**src/rtl/bram_axis_reader_if.sv**
```systemverilog
// Bus bundle for bram_axis_reader: command, native BRAM read port, AXI4-Stream out, status.
// master = the reader itself, slave = the surrounding system.
interface bram_axis_reader_if #(
    parameter int DATA_W = 64,
    parameter int ADDR_W = 12,
    parameter int LEN_W  = 16
);
    logic              cmd_valid;
    logic              cmd_ready;
    logic [ADDR_W-1:0] cmd_addr;
    logic [LEN_W-1:0]  cmd_len;
    logic              bram_en;
    logic [ADDR_W-1:0] bram_addr;
    logic [DATA_W-1:0] bram_dout;
    logic [DATA_W-1:0] m_axis_tdata;
    logic              m_axis_tvalid;
    logic              m_axis_tready;
    logic              m_axis_tlast;
    logic              sts_valid;
    logic              sts_err;
    logic [LEN_W-1:0]  sts_beats;

    modport master (
        input  cmd_valid, cmd_addr, cmd_len, bram_dout, m_axis_tready,
        output cmd_ready, bram_en, bram_addr, m_axis_tdata, m_axis_tvalid,
               m_axis_tlast, sts_valid, sts_err, sts_beats
    );

    modport slave (
        output cmd_valid, cmd_addr, cmd_len, bram_dout, m_axis_tready,
        input  cmd_ready, bram_en, bram_addr, m_axis_tdata, m_axis_tvalid,
               m_axis_tlast, sts_valid, sts_err, sts_beats
    );
endinterface

```
**src/rtl/bram_axis_reader.sv**
```systemverilog
// BRAM-to-AXI4-Stream reader: credit-gated reads into a small FIFO, registered stream output.
// Optional stall counter port enabled by defining BRAM_RD_STALL_CNT_EN.
module bram_axis_reader #(
    parameter int DATA_W     = 64,
    parameter int ADDR_W     = 12,
    parameter int LEN_W      = 16,
    parameter int RD_LATENCY = 2,
    parameter int FIFO_DEPTH = 4
) (
    input logic                  clk_in1,
    input logic                  rst,
    bram_axis_reader_if.master   bus
`ifdef BRAM_RD_STALL_CNT_EN
    ,
    output logic [31:0]          stall_cnt
`endif
);
    localparam int PW = $clog2(FIFO_DEPTH);

    typedef enum logic [1:0] {IDLE, READ, DRAIN, STATUS} state_e;

    state_e              state_q, state_d;
    logic                cmd_ready_q, cmd_ready_d;
    logic [ADDR_W-1:0]   addr_q, addr_d;
    logic [LEN_W-1:0]    len_q, len_d;
    logic [LEN_W-1:0]    issued_q, issued_d;
    logic [LEN_W-1:0]    beats_q, beats_d;
    logic                err_q, err_d;
    logic [RD_LATENCY-1:0] vld_pipe_q, vld_pipe_d;
    logic [RD_LATENCY-1:0] last_pipe_q, last_pipe_d;
    logic [PW:0]         fifo_cnt_q, fifo_cnt_d;
    logic [PW:0]         inflight;
    logic [PW-1:0]       wr_ptr_q, wr_ptr_d;
    logic [PW-1:0]       rd_ptr_q, rd_ptr_d;
    logic [DATA_W:0]     fifo_mem [FIFO_DEPTH];
    logic                tvalid_q, tvalid_d;
    logic                tlast_q, tlast_d;
    logic [DATA_W-1:0]   tdata_q, tdata_d;
    logic                accept, credit, issue, land, out_ld;
    logic                fifo_rd, fifo_wr, bypass;

    always_comb begin
        inflight = '0;
        for (int i = 0; i < RD_LATENCY; i++)
            inflight = inflight + (PW+1)'(vld_pipe_q[i]);
    end

    always_comb begin
        state_d     = state_q;
        addr_d      = addr_q;
        len_d       = len_q;
        issued_d    = issued_q;
        beats_d     = beats_q;
        err_d       = err_q;
        vld_pipe_d  = vld_pipe_q;
        last_pipe_d = last_pipe_q;
        wr_ptr_d    = wr_ptr_q;
        rd_ptr_d    = rd_ptr_q;
        fifo_cnt_d  = fifo_cnt_q;
        tvalid_d    = tvalid_q;
        tlast_d     = tlast_q;
        tdata_d     = tdata_q;

        accept  = bus.cmd_valid && cmd_ready_q;
        credit  = (fifo_cnt_q + inflight) < (PW+1)'(FIFO_DEPTH);
        issue   = (state_q == READ) && credit && (issued_q != len_q);
        land    = vld_pipe_q[RD_LATENCY-1];
        out_ld  = !tvalid_q || bus.m_axis_tready;
        fifo_rd = out_ld && (fifo_cnt_q != '0);
        // Landing data skips the FIFO when it is empty so the first beat costs no extra cycle.
        bypass  = out_ld && (fifo_cnt_q == '0) && land;
        fifo_wr = land && !bypass;

        case (state_q)
            IDLE: begin
                if (accept) begin
                    addr_d   = bus.cmd_addr;
                    len_d    = bus.cmd_len;
                    issued_d = '0;
                    beats_d  = bus.cmd_len;
                    err_d    = (bus.cmd_len == '0);
                    state_d  = (bus.cmd_len == '0) ? STATUS : READ;
                end
            end
            READ: begin
                if (issue) begin
                    addr_d   = addr_q + 1'b1;
                    issued_d = issued_q + 1'b1;
                    if (issued_q == len_q - 1'b1)
                        state_d = DRAIN;
                end
            end
            DRAIN: begin
                if (vld_pipe_q == '0 && fifo_cnt_q == '0 && !tvalid_q)
                    state_d = STATUS;
            end
            STATUS: state_d = IDLE;
            default: state_d = IDLE;
        endcase

        vld_pipe_d[0]  = issue;
        last_pipe_d[0] = issue && (issued_q == len_q - 1'b1);
        for (int i = 1; i < RD_LATENCY; i++) begin
            vld_pipe_d[i]  = vld_pipe_q[i-1];
            last_pipe_d[i] = last_pipe_q[i-1];
        end

        if (fifo_wr) wr_ptr_d = wr_ptr_q + 1'b1;
        if (fifo_rd) rd_ptr_d = rd_ptr_q + 1'b1;
        fifo_cnt_d = fifo_cnt_q + (PW+1)'(fifo_wr) - (PW+1)'(fifo_rd);

        if (out_ld) begin
            tvalid_d = fifo_rd || bypass;
            tlast_d  = 1'b0;
            if (fifo_rd) begin
                {tlast_d, tdata_d} = fifo_mem[rd_ptr_q];
            end else if (bypass) begin
                tlast_d = last_pipe_q[RD_LATENCY-1];
                tdata_d = bus.bram_dout;
            end
        end

        cmd_ready_d = (state_d == IDLE);
    end

    always_ff @(posedge clk_in1) begin
        if (rst) begin
            state_q     <= IDLE;
            cmd_ready_q <= 1'b0;
            addr_q      <= '0;
            len_q       <= '0;
            issued_q    <= '0;
            beats_q     <= '0;
            err_q       <= 1'b0;
            vld_pipe_q  <= '0;
            last_pipe_q <= '0;
            wr_ptr_q    <= '0;
            rd_ptr_q    <= '0;
            fifo_cnt_q  <= '0;
            tvalid_q    <= 1'b0;
            tlast_q     <= 1'b0;
            tdata_q     <= '0;
        end else begin
            state_q     <= state_d;
            cmd_ready_q <= cmd_ready_d;
            addr_q      <= addr_d;
            len_q       <= len_d;
            issued_q    <= issued_d;
            beats_q     <= beats_d;
            err_q       <= err_d;
            vld_pipe_q  <= vld_pipe_d;
            last_pipe_q <= last_pipe_d;
            wr_ptr_q    <= wr_ptr_d;
            rd_ptr_q    <= rd_ptr_d;
            fifo_cnt_q  <= fifo_cnt_d;
            tvalid_q    <= tvalid_d;
            tlast_q     <= tlast_d;
            tdata_q     <= tdata_d;
        end
    end

    always_ff @(posedge clk_in1) begin
        if (fifo_wr)
            fifo_mem[wr_ptr_q] <= {last_pipe_q[RD_LATENCY-1], bus.bram_dout};
    end

    fifo_no_overflow: assert property (@(posedge clk_in1) disable iff (rst)
        !(fifo_wr && !fifo_rd && fifo_cnt_q == (PW+1)'(FIFO_DEPTH)));

`ifdef BRAM_RD_STALL_CNT_EN
    logic [31:0] stall_cnt_q, stall_cnt_d;

    always_comb begin
        stall_cnt_d = stall_cnt_q;
        if (accept)
            stall_cnt_d = '0;
        else if (tvalid_q && !bus.m_axis_tready && stall_cnt_q != 32'hFFFF_FFFF)
            stall_cnt_d = stall_cnt_q + 32'd1;
    end

    always_ff @(posedge clk_in1) begin
        if (rst) stall_cnt_q <= '0;
        else     stall_cnt_q <= stall_cnt_d;
    end

    assign stall_cnt = stall_cnt_q;
`endif

    assign bus.cmd_ready     = cmd_ready_q;
    assign bus.bram_en       = issue;
    assign bus.bram_addr     = addr_q;
    assign bus.m_axis_tdata  = tdata_q;
    assign bus.m_axis_tvalid = tvalid_q;
    assign bus.m_axis_tlast  = tlast_q;
    assign bus.sts_valid     = (state_q == STATUS);
    assign bus.sts_err       = err_q;
    assign bus.sts_beats     = beats_q;
endmodule

```
**src/flat_wrapper.sv**
```systemverilog
// flat-port wrapper written by rule: the top's interface ports become plain ports
module bram_axis_reader_flat 
#(
    parameter int DATA_W     = 64,
    parameter int ADDR_W     = 12,
    parameter int LEN_W      = 16,
    parameter int RD_LATENCY = 2,
    parameter int FIFO_DEPTH = 4
)
  (clk_in1, rst, bus_cmd_valid, bus_cmd_addr, bus_cmd_len, bus_bram_dout, bus_m_axis_tready, bus_cmd_ready, bus_bram_en, bus_bram_addr, bus_m_axis_tdata, bus_m_axis_tvalid, bus_m_axis_tlast, bus_sts_valid, bus_sts_err, bus_sts_beats);
  bram_axis_reader_if #(.DATA_W(DATA_W), .ADDR_W(ADDR_W), .LEN_W(LEN_W)) bus_i ();
  input logic clk_in1;
  input logic rst;
  input wire logic [$bits(bus_i.cmd_valid)-1:0] bus_cmd_valid;
  input wire logic [$bits(bus_i.cmd_addr)-1:0] bus_cmd_addr;
  input wire logic [$bits(bus_i.cmd_len)-1:0] bus_cmd_len;
  input wire logic [$bits(bus_i.bram_dout)-1:0] bus_bram_dout;
  input wire logic [$bits(bus_i.m_axis_tready)-1:0] bus_m_axis_tready;
  output wire logic [$bits(bus_i.cmd_ready)-1:0] bus_cmd_ready;
  output wire logic [$bits(bus_i.bram_en)-1:0] bus_bram_en;
  output wire logic [$bits(bus_i.bram_addr)-1:0] bus_bram_addr;
  output wire logic [$bits(bus_i.m_axis_tdata)-1:0] bus_m_axis_tdata;
  output wire logic [$bits(bus_i.m_axis_tvalid)-1:0] bus_m_axis_tvalid;
  output wire logic [$bits(bus_i.m_axis_tlast)-1:0] bus_m_axis_tlast;
  output wire logic [$bits(bus_i.sts_valid)-1:0] bus_sts_valid;
  output wire logic [$bits(bus_i.sts_err)-1:0] bus_sts_err;
  output wire logic [$bits(bus_i.sts_beats)-1:0] bus_sts_beats;
  assign bus_i.cmd_valid = bus_cmd_valid;
  assign bus_i.cmd_addr = bus_cmd_addr;
  assign bus_i.cmd_len = bus_cmd_len;
  assign bus_i.bram_dout = bus_bram_dout;
  assign bus_i.m_axis_tready = bus_m_axis_tready;
  assign bus_cmd_ready = bus_i.cmd_ready;
  assign bus_bram_en = bus_i.bram_en;
  assign bus_bram_addr = bus_i.bram_addr;
  assign bus_m_axis_tdata = bus_i.m_axis_tdata;
  assign bus_m_axis_tvalid = bus_i.m_axis_tvalid;
  assign bus_m_axis_tlast = bus_i.m_axis_tlast;
  assign bus_sts_valid = bus_i.sts_valid;
  assign bus_sts_err = bus_i.sts_err;
  assign bus_sts_beats = bus_i.sts_beats;
  bram_axis_reader #(.DATA_W(DATA_W), .ADDR_W(ADDR_W), .LEN_W(LEN_W), .RD_LATENCY(RD_LATENCY), .FIFO_DEPTH(FIFO_DEPTH)) u_core (.clk_in1(clk_in1), .rst(rst), .bus(bus_i));
endmodule
```
**config.mk**
```make
export PLATFORM = sky130hd
export DESIGN_NAME = bram_axis_reader_flat
export DESIGN_NICKNAME = d
export VERILOG_FILES = /design/src/rtl/bram_axis_reader_if.sv /design/src/rtl/bram_axis_reader.sv /design/src/flat_wrapper.sv
export SDC_FILE = /design/constraint.sdc
export NUM_CORES = 1
export LEC_CHECK = 0
export ABC_AREA = 1
export CAP_MARGIN = 20
export CELL_PAD_IN_SITES_DETAIL_PLACEMENT = 1
export CELL_PAD_IN_SITES_GLOBAL_PLACEMENT = 2
export CORE_ASPECT_RATIO = 1.25
export CORE_MARGIN = 10
export CORE_UTILIZATION = 37
export CTS_BUF_LIST = sky130_fd_sc_hd__clkbuf_2 sky130_fd_sc_hd__clkbuf_4 sky130_fd_sc_hd__clkbuf_8
export CTS_CLUSTER_DIAMETER = 200
export DETAILED_ROUTE_END_ITERATION = 12
export GPL_TIMING_DRIVEN = 0
export HOLD_SLACK_MARGIN = 0.05
export PLACE_DENSITY_LB_ADDON = 0.1
export SYNTH_ARGS = -nofsm -noshare
export SYNTH_HDL_FRONTEND = slang
export SYNTH_SLANG_ARGS = --single-unit
```
**constraint.sdc**
```tcl
create_clock -name clk_in1 -period 4.8 [get_ports clk_in1]
set_input_delay 0.48 -clock clk_in1 [delete_from_list [all_inputs] [get_ports clk_in1]]
set_output_delay 0.48 -clock clk_in1 [all_outputs]
set_load 0.01 [all_outputs]
```
; ---- Yosys cells after proc, flatten, opt, wreduce, memory -nomap -nowiden
; Memory sizes are Yosys's and may differ from the RTL's. A register that Yosys moved wholly into a read port is not among the register bits.
; Index checks and enable logic that the tools add are counted.
; W data, S select, Z words.
[word_totals]
ff_bits = 125
memories = 1
wordCells = 77
mem_bits_rw = 260
[memory_table]
columns = memory, depth, word_bits, rd, rd_ports_with_merged_regs, write_ports, line_no
row1 = u_core.fifo_mem, 4, 65, 1, 1, 1, bram_axis_reader.sv:35  ; logic [DATA_W:0] fifo_mem [FIFO_DEPTH];
[classes]
n_eq_ne = 7
addsub = 9
n_lt_le_gt_ge = 1
mux = 20
n_reduce_logical = 25
[op_table]
columns = op, n
row1 = $mux W64, 2
row2 = $mux W16, 2
row3 = $pmux W16 S2, 1
row4 = $mux W12, 2
row5 = $pmux W12 S2, 1
row6 = $add A16 B1 Y16 const B, 1
row7 = $eq A16 B16 Y1, 1
row8 = $logic_not A16 Y1, 1
row9 = $ne A16 B16 Y1, 1
row10 = $sub A16 B1 Y16 const B, 1
row11 = $mux W2, 7
row12 = $add A12 B1 Y12 const B, 1
row13 = $logic_and A1 B1 Y1, 10
row14 = $pmux W2 S4, 1
row15 = $logic_not A2 Y1, 3
row16 = $add A2 B1 Y2 const B, 2
row17 = $eq A2 B2 Y1 const B, 2
row18 = $mux W1, 4
row19 = $reduce_and A2 Y1, 2
row20 = $reduce_bool A2 Y1, 2
row21 = $add A3 B1 Y3, 1
row22 = $add A3 B3 Y3, 1
row23 = $logic_not A3 Y1, 1
row24 = $lt A3 B3 Y1 const B, 1
row25 = 9 further kinds, 11

; ---- Longest topological paths before layout
[depth]
depth_word = 8
depth_mapped = 16
depth_no_buf = 14

; ---- Least setup slack after synthesis
; OpenSTA, ideal clock, no wires.
[synth_path]
path_kind = input port to flip-flop
from = in bus_m_axis_tready
to = mem u_core.fifo_mem[0][0] (netlist name), enable pin
setup_ns = 0.489
stages = 5
arrival_ns = 3.690
path_slack_ns = 0.621
path_cell_list = nor2_1 > nor2_1 > inv_1 > nand2_1 > nor2_1
[synth_via]
elab_chain_len = 7
[synth_lines]
columns = item, line_no
row1 = from (decl), flat_wrapper.sv:18  ; input wire logic [$bits(bus_i.m_axis_tready)-1:0] bus_m_axis_tready;
row2 = $logic_or A1 B1 Y1, bram_axis_reader.sv:68  ; out_ld = !tvalid_q || bus.m_axis_tready;
row3 = $logic_and A1 B1 Y1 (2 in series), bram_axis_reader.sv:71  ; bypass = out_ld && (fifo_cnt_q == '0) && land;
row4 = $logic_not A1 Y1, bram_axis_reader.sv:72  ; fifo_wr = land && !bypass;
row5 = $logic_and A1 B1 Y1, bram_axis_reader.sv:72
row6 = $mux W1, bram_axis_reader.sv:163  ; if (fifo_wr)
row7 = $mux W1 (not written as such), bram_axis_reader.sv:164  ; fifo_mem[wr_ptr_q] <= {last_pipe_q[RD_LATENCY-1], bus.bram_dout};
row8 = to (decl), bram_axis_reader.sv:35
; No other way between the ends.

; ---- Worst setup path after layout
[layout_path]
from = reg u_core.vld_pipe_q[1]
to = out bus_bram_en
[layout_via]
elab_chain_len = 5
[layout_lines]
columns = item, line_no
row1 = from (decl), bram_axis_reader.sv:29  ; logic [RD_LATENCY-1:0] vld_pipe_q, vld_pipe_d;
row2 = from (signal assigned), bram_axis_reader.sv:151  ; vld_pipe_q <= vld_pipe_d;
row3 = $add A1 B1 Y2, bram_axis_reader.sv:45  ; inflight = inflight + (PW+1)'(vld_pipe_q[i]);
row4 = $add A3 B3 Y3, bram_axis_reader.sv:65  ; credit = (fifo_cnt_q + inflight) < (PW+1)'(FIFO_DEPTH);
row5 = $lt A3 B3 Y1, bram_axis_reader.sv:65
row6 = $logic_and A1 B1 Y1 (2 in series), bram_axis_reader.sv:66  ; issue = (state_q == READ) && credit && (issued_q != len_q);
row7 = to (decl), flat_wrapper.sv:20  ; output wire logic [$bits(bus_i.bram_en)-1:0] bus_bram_en;
; No other way between the ends.

==> flow_metrics.tcl <==
set metrics [dict create \
    fmax_mhz 313 \
    syn-num-nets 1675 \
    max_cap_violations 0 \
    initial_core_util_pct 37.6 \
    post-route-drc-count 0 \
    cts_tree "yes" \
    setup_viol 0 \
    die_area_um2 51800 \
    netlist_top_cells_area "edfxtp_1, dfxtp_1, o21ai_0, a21oi_1, nor2_1" \
    clockRootBuffer "clkbuf_8" \
    track_usage_pct 20.1 \
    hold_viol_final 0 \
    clk_path_buf_depth 3 \
    rows 84 \
    p_per_area_nw_per_um2 550 \
    hold_path_class "reg2reg" \
    fin_crit_ns 3.19 \
    drt-total-wl_um 52400 \
    avgRoutedWirePerCell_um 21.5 \
    cts_hold_buf 0 \
    synth.distinct_cells 44 \
    place.gp.congestion 0.822 \
    yosysWarnings 0 \
    startpoint_type "flop" \
    grt_pass1_wl_um 80800 \
    die_w_um 206 \
    clkLatencyLatePin_ns 0.63 \
    final_nets 1940 \
    n_antenna_cell 0 \
    dr.pass1.iters 5 \
    period_share_pct 66.5 \
    multi_input_area_um2 4910 \
    synth_common_cells "edfxtp_1, o21ai_0, nor2_1" \
    cts_resized 0 \
    drt_iter0_drc 532 \
    avgViaCountPerCell 5.25 \
    final_max_slew_viol_count 0 \
    grt_pass1_vias 13811 \
    antenna_found_initial 2 \
    io_pins 194 \
    synth_edf_count 260 \
    worst_slew_pin_slew_ns 0.963 \
    irDropWorstVdd_mv 0.245 \
    wl_met1_um 22100 \
    ys_ff_latch 387 \
    crit_fanout 5 \
    grt_max_degree 28 \
    path_class "reg2out" \
    worst-r2r-setup-slack_ns 1.95 \
    top_layer "met5" \
    required_ns 4.32 \
    mappedNetlistArea_um2 15900 \
    overflow 0 \
    tns_ns 0 \
    syn_avg_cell_area_um2 10.2 \
    vias 12803 \
    cts_buffers 60 \
    r2r_end "u_core.fifo_cnt_q[2]" \
    utilization_pct 47.7 \
    crit_path_end "bus_bram_en" \
    synth_ff_type "edfxtp_1" \
    worstRegToRegCells 12 \
    synth_top_area_share_pct 49.0 \
    cp-end-kind "output port" \
    final-seq-area_um2 10300 \
    place.port_buffers 193 \
    coreArea_um2 42400 \
    r2r-start "u_core.bus.m_axis_tvalid" \
    clk_pin_slew_worst_paths_ns 0.06 \
    fillers 4729 \
    relSlewSlack_pct 35.8 \
    dr_wl_met2_um 26900 \
    cts_sinks 387 \
    post_cts_buffers 0 \
    async_flop_share_pct 0 \
    wl_met3_um 2420 \
    synth_cells 1566 \
    clock_skew_ns 0.0254 \
    seq_area_frac_synth_pct 65.0 \
    yosysTopAreaCell "edfxtp_1" \
    dp_hpwl_um 36400 \
    power.total_mw 11.1 \
    startpoint "u_core.vld_pipe_q[1]" \
    rsz0062_at_grt "false" \
    dieHeight_um 252 \
    drive_gt1_share_pct 8.35 \
    status "completed" \
    arrival_ns 2.71 \
    p_leak_nw 7.11 \
    h-tree-depth 2 \
    synth.most_common_cell "edfxtp_1" \
    area_delta_synth_final_pct 26.8 \
    postRouteAntennaNets 0 \
]
-- power by group --
group / internal (mW) / switching [mW]
clock: 1.81 / 1.31
sequential: 3.91 / 0.228
combinational: 1.37 / 2.47
total: 7.09 / 4.00
-- per-stage QoR --
stage	std cells	setup WS [ns]	cell area (µm²)	hold WS, ns
finish	2440	1.61	20200	0.405
CTS	2440	1.52	20200	0.393
floorplan	1566	0.621	15900	0.388
global placement	2318	-2.65	18600	0.391
global route	2440	1.43	20200	0.420
detailed placement	2328	1.31	18800	0.399
-- layout make-up --
class | count | share of cell area (%)
Buffer | 91 | 1.87
Clock buffer | 82 | 5.06
Clock inverter | 30 | 1.69
Inverter | 86 | 1.61
Multi-Input combinational cell | 1002 | 24.3
Sequential cell | 387 | 51.3
Tap cell | 559 | 3.46
Timing Repair Buffer | 203 | 10.7
-- metal layers --
layer  GRT usage, %  vias to the layer above
li1               -                     6085
met1           23.9                     6374
met2           36.1                      273
met3           3.71                       69
met4           5.43                        2
met5              0                        -
-- cells in the final DEF (no fill, tap or decap), types with 4 or more instances in the layout --
cell,instances
o21ai_0,235
edfxtp_1,260
buf_2,11
nand3_1,28
nand2_2,4
a31oi_1,5
clkinv_1,15
nor2_4,4
buf_12,5
clkbuf_4,17
dfxtp_1,127
ha_1,12
nor3_1,9
nand4_1,15
inv_1,72
nand2_1,201
nor2_1,201
nor4_1,6
bufinv_16,8
a21oi_1,177
clkbuf_8,65
inv_2,12
o22ai_1,65
clkbuf_1,75
clkdlybuf4s50_1,193
xor2_1,7
clkinv_2,6
buf_16,5
-- worst max-delay path, stage by stage, from the launching register on --
cell             delay, ns
dfxtp_1               0.35
ha_1                  0.20
ha_1                  0.27
nand3_1               0.10
a21oi_1               0.10
nor3b_4               0.32
nand2_4               0.11
inv_1                 0.10
clkdlybuf4s50_1       0.55
-- registers in the layout, indices dropped and copies added (netlist names), 2 cells and up, named ones only --
signal,flops
u_core.fifo_mem,260
u_core.issued_q,16
u_core.bus.bram_addr,12
u_core.state_q,2
u_core.vld_pipe_q,2
u_core.bus.m_axis_tdata,64
u_core.rd_ptr_q,2
u_core.bus.sts_beats,16
u_core.last_pipe_q,2
u_core.fifo_cnt_q,3
u_core.wr_ptr_q,2
-- cell families (layout without fill, tap and decap cells) --
group	Yosys count	in the layout	share of synthesized area, %
AO/OA/AOI/OAI	498	498	16.5
AND/OR/NAND/NOR	481	481	12.5
flip-flops	387	387	65.0
buffers and inverters	177	492	4.41
adder cells (fa/ha/maj)	13	13	1.07
XOR/XNOR	10	10	0.550
-- worst min-delay path by stage --
stage / startpoint / endpoint / depth (start not counted)
4_1_cts: bus_cmd_addr[5] / u_core.bus.bram_addr[5] / 3
3_5_place_dp: u_core.last_pipe_q[0] / u_core.last_pipe_q[1] / 2
2_1_floorplan: u_core.last_pipe_q[0] / u_core.last_pipe_q[1] / 2
3_3_place_gp: u_core.last_pipe_q[0] / u_core.last_pipe_q[1] / 2
5_1_grt: bus_cmd_addr[6] / u_core.bus.bram_addr[6] / 3
6_report: u_core.last_pipe_q[0] / u_core.last_pipe_q[1] / 2
(Power assumes the default switching activity.)
